===== src/rtl/mem_port_arbiter_if.sv =====
// mem_port_arbiter_if
// Bundles every handshake and bus signal of the two-port memory arbiter.
// It covers the instruction-fetch port (i_*), the data port (d_*), the
// pipeline stall outputs, the single-port memory side (mem_*) and the sticky
// timeout flag (err).
//
// Modports:
//   slave  - the arbiter itself. It receives the CPU requests and the memory
//            responses, and drives the acks, read data, stalls, memory
//            request and err.
//   master - the environment around the arbiter (CPU ports plus the memory),
//            with every direction reversed.
interface mem_port_arbiter_if;
  logic        i_req;
  logic [31:0] i_addr;
  logic        i_ack;
  logic [31:0] i_rdata;

  logic        d_req;
  logic        d_we;
  logic [31:0] d_addr;
  logic [31:0] d_wdata;
  logic        d_ack;
  logic [31:0] d_rdata;

  logic        i_stall;
  logic        d_stall;

  logic        mem_req;
  logic        mem_we;
  logic [31:0] mem_addr;
  logic [31:0] mem_wdata;
  logic        mem_ack;
  logic [31:0] mem_rdata;

  logic        err;

  modport slave (
    input  i_req, i_addr, d_req, d_we, d_addr, d_wdata, mem_ack, mem_rdata,
    output i_ack, i_rdata, d_ack, d_rdata, i_stall, d_stall,
           mem_req, mem_we, mem_addr, mem_wdata, err
  );

  modport master (
    output i_req, i_addr, d_req, d_we, d_addr, d_wdata, mem_ack, mem_rdata,
    input  i_ack, i_rdata, d_ack, d_rdata, i_stall, d_stall,
           mem_req, mem_we, mem_addr, mem_wdata, err
  );
endinterface


===== src/rtl/mem_port_arbiter.sv =====
// mem_port_arbiter
// Shares one single-port memory between an instruction-fetch port and a data
// port. Only one memory access is in flight at a time. The memory request is
// registered and held stable until the memory acks. Completion is returned to
// the winning port as a one-cycle ack, together with the read data.
//
// Arbitration: the data port normally wins. If the previous grant went to
// data and a fetch is pending, the fetch wins instead, so fetches are never
// starved. A port whose ack is high in this cycle is not granted again in the
// same cycle.
//
// Ports:
//   clock, reset - single clock; synchronous active-high reset
//   bus (slave)  - i_* fetch port, d_* data port, i_stall/d_stall,
//                  mem_* memory side, err sticky timeout flag
// Parameter:
//   TIMEOUT_CYC  - ack-wait limit (1..15); only meaningful with the timeout
//
// Optional feature: define ARB_TIMEOUT_EN to add a 4-bit ack-wait counter.
// When the memory does not ack in time, the transaction is aborted with read
// data 32'hDEADBEEF and err is set. Without the macro the arbiter waits
// forever and err is tied to 0.
module mem_port_arbiter #(
  parameter logic [3:0] TIMEOUT_CYC = 4'd15
) (
  input logic               clock,
  input logic               reset,
  mem_port_arbiter_if.slave bus
);

  typedef enum logic [1:0] {IDLE, BUSY_D, BUSY_I} state_t;

  state_t      state, state_nx;
  logic        last_d, last_d_nx;
  logic        mem_req_q, mem_req_nx;
  logic        mem_we_q, mem_we_nx;
  logic [31:0] mem_addr_q, mem_addr_nx;
  logic [31:0] mem_wdata_q, mem_wdata_nx;
  logic        i_ack_q, i_ack_nx;
  logic        d_ack_q, d_ack_nx;
  logic [31:0] i_rdata_q, i_rdata_nx;
  logic [31:0] d_rdata_q, d_rdata_nx;
  logic        d_elig, i_elig, grant_d, grant_i;

`ifdef ARB_TIMEOUT_EN
  logic [3:0]  tmo_cnt, tmo_cnt_nx;
  logic        err_q, err_nx;
`endif

  // A port being acked this cycle still has its req high (the requester has
  // not yet seen the ack), so it is masked out to avoid serving it twice.
  assign d_elig  = bus.d_req & ~d_ack_q;
  assign i_elig  = bus.i_req & ~i_ack_q;
  assign grant_d = d_elig & ~(last_d & i_elig);
  assign grant_i = i_elig & ~grant_d;

  // State and output register.
  always_ff @(posedge clock) begin
    if (reset) begin
      state       <= IDLE;
      last_d      <= 1'b0;
      mem_req_q   <= 1'b0;
      mem_we_q    <= 1'b0;
      mem_addr_q  <= '0;
      mem_wdata_q <= '0;
      i_ack_q     <= 1'b0;
      d_ack_q     <= 1'b0;
      i_rdata_q   <= '0;
      d_rdata_q   <= '0;
`ifdef ARB_TIMEOUT_EN
      tmo_cnt     <= '0;
      err_q       <= 1'b0;
`endif
    end else begin
      state       <= state_nx;
      last_d      <= last_d_nx;
      mem_req_q   <= mem_req_nx;
      mem_we_q    <= mem_we_nx;
      mem_addr_q  <= mem_addr_nx;
      mem_wdata_q <= mem_wdata_nx;
      i_ack_q     <= i_ack_nx;
      d_ack_q     <= d_ack_nx;
      i_rdata_q   <= i_rdata_nx;
      d_rdata_q   <= d_rdata_nx;
`ifdef ARB_TIMEOUT_EN
      tmo_cnt     <= tmo_cnt_nx;
      err_q       <= err_nx;
`endif
    end
  end

  // Next-state logic. Every registered output holds its value unless a grant,
  // a completion or a timeout changes it. The acks default to 0 so that they
  // are single-cycle pulses.
  always_comb begin
    state_nx     = state;
    last_d_nx    = last_d;
    mem_req_nx   = mem_req_q;
    mem_we_nx    = mem_we_q;
    mem_addr_nx  = mem_addr_q;
    mem_wdata_nx = mem_wdata_q;
    i_ack_nx     = 1'b0;
    d_ack_nx     = 1'b0;
    i_rdata_nx   = i_rdata_q;
    d_rdata_nx   = d_rdata_q;
`ifdef ARB_TIMEOUT_EN
    tmo_cnt_nx   = tmo_cnt;
    err_nx       = err_q;
`endif

    case (state)
      IDLE: begin
        if (grant_d) begin
          state_nx     = BUSY_D;
          last_d_nx    = 1'b1;
          mem_req_nx   = 1'b1;
          mem_we_nx    = bus.d_we;
          mem_addr_nx  = bus.d_addr;
          mem_wdata_nx = bus.d_wdata;
`ifdef ARB_TIMEOUT_EN
          tmo_cnt_nx   = '0;
`endif
        end else if (grant_i) begin
          state_nx     = BUSY_I;
          last_d_nx    = 1'b0;
          mem_req_nx   = 1'b1;
          mem_we_nx    = 1'b0;
          mem_addr_nx  = bus.i_addr;
          mem_wdata_nx = '0;
`ifdef ARB_TIMEOUT_EN
          tmo_cnt_nx   = '0;
`endif
        end
      end

      BUSY_D, BUSY_I: begin
        // A memory ack wins over a timeout that expires in the same cycle.
        if (bus.mem_ack) begin
          state_nx   = IDLE;
          mem_req_nx = 1'b0;
          if (state == BUSY_D) begin
            d_ack_nx   = 1'b1;
            d_rdata_nx = bus.mem_rdata;
          end else begin
            i_ack_nx   = 1'b1;
            i_rdata_nx = bus.mem_rdata;
          end
        end
`ifdef ARB_TIMEOUT_EN
        else if (tmo_cnt == TIMEOUT_CYC) begin
          state_nx   = IDLE;
          mem_req_nx = 1'b0;
          err_nx     = 1'b1;
          if (state == BUSY_D) begin
            d_ack_nx   = 1'b1;
            d_rdata_nx = 32'hDEADBEEF;
          end else begin
            i_ack_nx   = 1'b1;
            i_rdata_nx = 32'hDEADBEEF;
          end
        end else begin
          tmo_cnt_nx = tmo_cnt + 4'd1;
        end
`endif
      end

      default: state_nx = IDLE;
    endcase
  end

  assign bus.mem_req   = mem_req_q;
  assign bus.mem_we    = mem_we_q;
  assign bus.mem_addr  = mem_addr_q;
  assign bus.mem_wdata = mem_wdata_q;
  assign bus.i_ack     = i_ack_q;
  assign bus.d_ack     = d_ack_q;
  assign bus.i_rdata   = i_rdata_q;
  assign bus.d_rdata   = d_rdata_q;
  assign bus.i_stall   = bus.i_req & ~i_ack_q;
  assign bus.d_stall   = bus.d_req & ~d_ack_q;

`ifdef ARB_TIMEOUT_EN
  assign bus.err = err_q;
`else
  // The timeout limit has no function in this build. It is folded into a
  // deliberately unused net so that the parameter still counts as consumed.
  logic unused_timeout_cyc;
  assign unused_timeout_cyc = ^TIMEOUT_CYC;
  assign bus.err            = 1'b0;
`endif

endmodule


===== src/flat_wrapper.sv =====
// flat-port wrapper written by rule: the top's interface ports become plain ports
module mem_port_arbiter_flat 
#(
  parameter logic [3:0] TIMEOUT_CYC = 4'd15
)
  (clock, reset, bus_i_req, bus_i_addr, bus_d_req, bus_d_we, bus_d_addr, bus_d_wdata, bus_mem_ack, bus_mem_rdata, bus_i_ack, bus_i_rdata, bus_d_ack, bus_d_rdata, bus_i_stall, bus_d_stall, bus_mem_req, bus_mem_we, bus_mem_addr, bus_mem_wdata, bus_err);
  mem_port_arbiter_if bus_i ();
  input logic clock;
  input logic reset;
  input wire logic [$bits(bus_i.i_req)-1:0] bus_i_req;
  input wire logic [$bits(bus_i.i_addr)-1:0] bus_i_addr;
  input wire logic [$bits(bus_i.d_req)-1:0] bus_d_req;
  input wire logic [$bits(bus_i.d_we)-1:0] bus_d_we;
  input wire logic [$bits(bus_i.d_addr)-1:0] bus_d_addr;
  input wire logic [$bits(bus_i.d_wdata)-1:0] bus_d_wdata;
  input wire logic [$bits(bus_i.mem_ack)-1:0] bus_mem_ack;
  input wire logic [$bits(bus_i.mem_rdata)-1:0] bus_mem_rdata;
  output wire logic [$bits(bus_i.i_ack)-1:0] bus_i_ack;
  output wire logic [$bits(bus_i.i_rdata)-1:0] bus_i_rdata;
  output wire logic [$bits(bus_i.d_ack)-1:0] bus_d_ack;
  output wire logic [$bits(bus_i.d_rdata)-1:0] bus_d_rdata;
  output wire logic [$bits(bus_i.i_stall)-1:0] bus_i_stall;
  output wire logic [$bits(bus_i.d_stall)-1:0] bus_d_stall;
  output wire logic [$bits(bus_i.mem_req)-1:0] bus_mem_req;
  output wire logic [$bits(bus_i.mem_we)-1:0] bus_mem_we;
  output wire logic [$bits(bus_i.mem_addr)-1:0] bus_mem_addr;
  output wire logic [$bits(bus_i.mem_wdata)-1:0] bus_mem_wdata;
  output wire logic [$bits(bus_i.err)-1:0] bus_err;
  assign bus_i.i_req = bus_i_req;
  assign bus_i.i_addr = bus_i_addr;
  assign bus_i.d_req = bus_d_req;
  assign bus_i.d_we = bus_d_we;
  assign bus_i.d_addr = bus_d_addr;
  assign bus_i.d_wdata = bus_d_wdata;
  assign bus_i.mem_ack = bus_mem_ack;
  assign bus_i.mem_rdata = bus_mem_rdata;
  assign bus_i_ack = bus_i.i_ack;
  assign bus_i_rdata = bus_i.i_rdata;
  assign bus_d_ack = bus_i.d_ack;
  assign bus_d_rdata = bus_i.d_rdata;
  assign bus_i_stall = bus_i.i_stall;
  assign bus_d_stall = bus_i.d_stall;
  assign bus_mem_req = bus_i.mem_req;
  assign bus_mem_we = bus_i.mem_we;
  assign bus_mem_addr = bus_i.mem_addr;
  assign bus_mem_wdata = bus_i.mem_wdata;
  assign bus_err = bus_i.err;
  mem_port_arbiter #(.TIMEOUT_CYC(TIMEOUT_CYC)) u_core (.clock(clock), .reset(reset), .bus(bus_i));
endmodule

===== config.mk =====
export PLATFORM = sky130hd
export DESIGN_NAME = mem_port_arbiter_flat
export DESIGN_NICKNAME = d
export VERILOG_FILES = /design/src/rtl/mem_port_arbiter_if.sv /design/src/rtl/mem_port_arbiter.sv /design/src/flat_wrapper.sv
export SDC_FILE = /design/constraint.sdc
export NUM_CORES = 1
export LEC_CHECK = 0
export BUFFER_PORTS_ARGS = -buffer_cell sky130_fd_sc_hd__buf_4
export CAP_MARGIN = 0
export CORE_MARGIN = 4
export CORE_UTILIZATION = 32
export CTS_CLUSTER_DIAMETER = 200
export DETAILED_ROUTE_END_ITERATION = 8
export SLEW_MARGIN = 40
export SYNTH_ARGS = -nofsm -noshare
export SYNTH_HDL_FRONTEND = slang
export SYNTH_SLANG_ARGS = --single-unit

===== constraint.sdc =====
create_clock -name clock -period 1.95 [get_ports clock]
set_input_delay 0.0975 -clock clock [delete_from_list [all_inputs] [get_ports clock]]
set_output_delay 0.0975 -clock clock [all_outputs]
set_load 0.01 [all_outputs]

==> results.env <==
RUN_STATUS='complete, no violations'
YOSYS_MOST_USED_DFF='dfxtp_1'
CLK_PATH_BUF_DEPTH=2
SYNTH_WARNINGS=0
FIN_TNS_SETUP_NS=0
CLK_PIN_SLEW_NS=0.06
SYNTH.LARGEST_AREA_CELL='dfxtp_1'
FLOORPLAN.INITIALDENSITY_PCT=32.7
FINALSETUPVIOLATIONS=0
CTS_ROOT_BUFFER='clkbuf_16'
FIN_CELLS=1170
GRT_ANTENNA_BEFORE_REPAIR=0
GRT_PASS1_WL_MM=28.0
VIA_COUNT=5431
TERMINATION_OF_THE_WORST_SETUP_PATH='u_core.bus.i_rdata[22]'
POWER.SWITCHING_FRACTION_PCT=27.1
WORSTPATHREQUIRED_NS=2.21
INSERTION_DELAY_NS=0.41
CHIPWIDTH_UM=133
TRITONCTS.NUM_BUFFERS=17
COMB_POWER_SHARE_PCT=22.1
GRT_PASS1_VIAS=5423
HPWLAFTERDP_MM=11.2
DIE_H_UM=133
DRT-PASS1-ITER-COUNT=5
CLKSINKCOUNT=135
CTS_TREE='yes'
FINALCRITICALPERIOD_NS=1.68
TIMING_WORST_SLEW_PIN_VALUE_NS=0.675
AREAGROWTHSYNTHTOFINISH_PCT=74.9
ROUTEDWLPERCELL_UM=15.2
POWER-PER-CELL-AREA_nW_PER_UM2=930
NETLIST_TOP_CELLS_COUNT='164 x nand2_1, 135 x dfxtp_1, 98 x a21oi_1'
PLACEMENT_ROWS=45
MAXSLEWVIOLCOUNT=0
LEAKAGE_nW=3.83
FINAL_MIN_PERIOD_OVER_CLOCK_PERIOD_PCT=86.2
ANTENNA_LEFT=0
FINAL_LAYOUT_SIZE_SUFFIX_GT1_SHARE_PCT=32.7
CRIT-REG2REG-LAUNCH='u_core.state[0]'
POSTSYNTHREGISTERBITS=135
FINALHOLDVIOLCOUNT=0
RELSLEWSLACK_PCT=55.0
INTPOWER_mW=5.92
SYN_AVG_CELL_AREA_UM2=8.25
SYNTH.MOST_COMMON_CELL='nand2_1'
CRITPATHKIND='reg -> reg'
WORSTSETUPSTARTPOINT='u_core.state[0]'
WORST_IR_DROP_VDD_V=0.000564
NETLIST_AREA_UM2=4990
CLOCK-SKEW-FINAL_NS=0.00621
GRT-OVFL-TOTAL=0
SEQUENTIAL_SHARE_OF_POWER_PCT=38.7
CELLS_AFTER_SYNTHESIS=605
NUMBER_OF_FLOPS_MAPPED_TO_ENABLE_CELLS_BY_YOSYS=0
DIE_AREA_UM2=17700
GP_ROUTABILITY_CONGESTION=0.764
NETLIST_TOP_CELLS_AREA='dfxtp_1 54%, nand2_1 12%, a21oi_1 9.8%, nor2_1 5.3%, a22oi_1 5.0%'
GRTUSAGETOTAL_PCT=19.4
WORSTREGTOREGCELLS=7
SETUP_REPAIR_AFTER_GLOBAL_ROUTING_MISSED_ITS_MARGIN='no'
MAXIMUM_NUMBER_OF_PINS_ON_ONE_NET_BEFORE_GLOBAL_ROUTE_REPAIR=136
AVGVIACOUNTPERCELL=4.64
FIN_NETS=1084
FMAXACHIEVABLE_MHz=595
WORSTHOLDPATHTYPE='in -> reg'
TIMING.CRITICAL_PATH.FANOUT_MAX=26
PORT-BUFFER-COUNT=267
SYNTH_TOP_AREA_SHARE_PCT=54.2
DP.CELLS=1043
DRT_ITER0_MARKERS=267
CRIT_PATH_END_KIND='flip-flop'
WORST-ENDPOINT-ARRIVAL_NS=1.94
REGTOREGSETUPSLACK_NS=0.27
TOP_LEVEL_PORTS=269
CORE_REGION_AREA_UM2=15300
CLOCK_POWER_SHARE_PCT=39.1
MAPPEDNETLISTNETS=741
SYNTHARSTFLOPSHARE_PCT=0
NUMBER_OF_UNIQUE_STANDARD_CELL_TYPES_USED_BY_SYNTHESIS=27
INSERTEDDIODECOUNT=0
START_KIND='flip-flop'
DETAIL_ROUTE.DRC_VIOLATIONS=0
CTS_HOLD_BUF=97
MIN_DELAY_PATH_DEPTH=3
SWITCHING_POWER_OF_THE_NETS_mW=2.20
DRV.MAX_CAP_VIOLATION_COUNT=0
CTSHTREEMAXLEVEL=4
CTS.REPAIR_TIMING.SETUP_BUFFER_COUNT=0
SEQUENTIAL_SHARE_OF_THE_SYNTHESIZED_AREA_PCT=54.2
DRT-TOTAL-WL_MM=17.8
POST_CTS_RESIZE_COUNT=0
TIMING.RR.END='u_core.bus.i_rdata[22]'
[power by group through the flow]
stage	sequential (mW)	clock, mW	combinational, mW
floorplan	3.30	0	0.712
global placement	3.19	0	1.64
detailed placement	3.20	0	1.64
CTS	3.14	3.25	1.81
global route	3.17	3.39	1.95
finish	3.14	3.18	1.80
[state kept, by name, summed over array words and instances, names as in the netlist]
| signal | count |
|---|---|
| u_core.bus.i_ack | 1 |
| u_core.state | 2 |
| u_core.bus.d_rdata | 32 |
| u_core.bus.i_rdata | 32 |
| u_core.bus.mem_req | 1 |
| u_core.bus.mem_we | 1 |
| u_core.bus.mem_wdata | 32 |
| u_core.bus.mem_addr | 32 |
| u_core.bus.d_ack | 1 |
| u_core.last_d | 1 |
[routing by layer]
metal / GRT usage [%] / share of wire, % / vias up
met2: 32.7 / 49 / 189
met3: 5.82 / 6.2 / 24
met1: 23.7 / 43 / 2499
met4: 6.64 / 1.7 / 0
li1: - / - / 2719
met5: 0 / 0 / -
[layout by cell type (no fill, tap or decap), types with 2 or more instances in the layout]
| cell type | instances |
|---|---|
| buf_12 | 6 |
| clkbuf_16 | 17 |
| nand2b_4 | 2 |
| dfxtp_1 | 135 |
| buf_4 | 271 |
| nand2_1 | 164 |
| clkinvlp_4 | 2 |
| inv_2 | 2 |
| inv_1 | 2 |
| o32a_1 | 2 |
| clkinv_2 | 2 |
| clkbuf_8 | 4 |
| a22oi_1 | 33 |
| a21oi_1 | 98 |
| clkbuf_1 | 2 |
| bufinv_16 | 2 |
| ha_1 | 2 |
| nor2_1 | 69 |
| a211oi_1 | 32 |
| dlygate4sd3_1 | 97 |
[critical path: stages (launching register included)]
cell	delay [ns]
dfxtp_1	0.33
inv_1	0.06
ha_1	0.30
nand2_1	0.11
or2_2	0.40
buf_12	0.20
nand2_1	0.08
a21oi_1	0.06
[metrics by stage]
| step | total power, mW | hold WS [ns] | cell area, um^2 | util [%] | setup slack, ns |
|---|---|---|---|---|---|
| 2_1_floorplan | 4.01 | 0.233 | 4990 | - | 0.416 |
| 3_3_place_gp | 4.83 | 0.330 | 7180 | 47.0 | 0.321 |
| 3_5_place_dp | 4.84 | 0.340 | 7180 | 47.0 | 0.264 |
| 4_1_cts | 8.20 | 0.00449 | 8730 | 57.2 | 0.256 |
| 5_1_grt | 8.51 | 0.0149 | 8730 | 57.2 | 0.106 |
| 6_report | 8.12 | 0.0293 | 8730 | 57.2 | 0.270 |
[area by class of cell]
type,count,area (um^2)
Tap cell,211,264
Sequential cell,135,2700
Clock inverter,7,93.8
Timing Repair Buffer,374,3130
Inverter,4,15.0
Clock buffer,23,488
Multi-Input combinational cell,416,2040
Fill cell,1391,6530
[kinds of logic (layout without fill, tap and decap cells)]
kind of cell    after synthesis  after routing  share of synthesized area (%)
other cells                   1              1                         0.0752
fa+ha+maj                     2              2                          0.501
simple gates                242            242                           19.0
flops                       135            135                           54.2
buf+inv                      54            408                           5.17
compound gates              171            171                           21.1
[worst min-delay path by stage]
stage / startpoint / to / slack [ns]
after floorplan: bus_mem_rdata[0] / u_core.bus.d_rdata[0] / 0.23
after global placement: bus_d_wdata[25] / u_core.bus.mem_wdata[25] / 0.33
after detailed placement: bus_d_wdata[1] / u_core.bus.mem_wdata[1] / 0.34
after CTS: bus_d_addr[7] / u_core.bus.mem_addr[7] / 0.004
after global routing: bus_d_addr[7] / u_core.bus.mem_addr[7] / 0.01
final: bus_d_addr[29] / u_core.bus.mem_addr[29] / 0.03
Note: power is estimated with default switching activity, not from simulation.
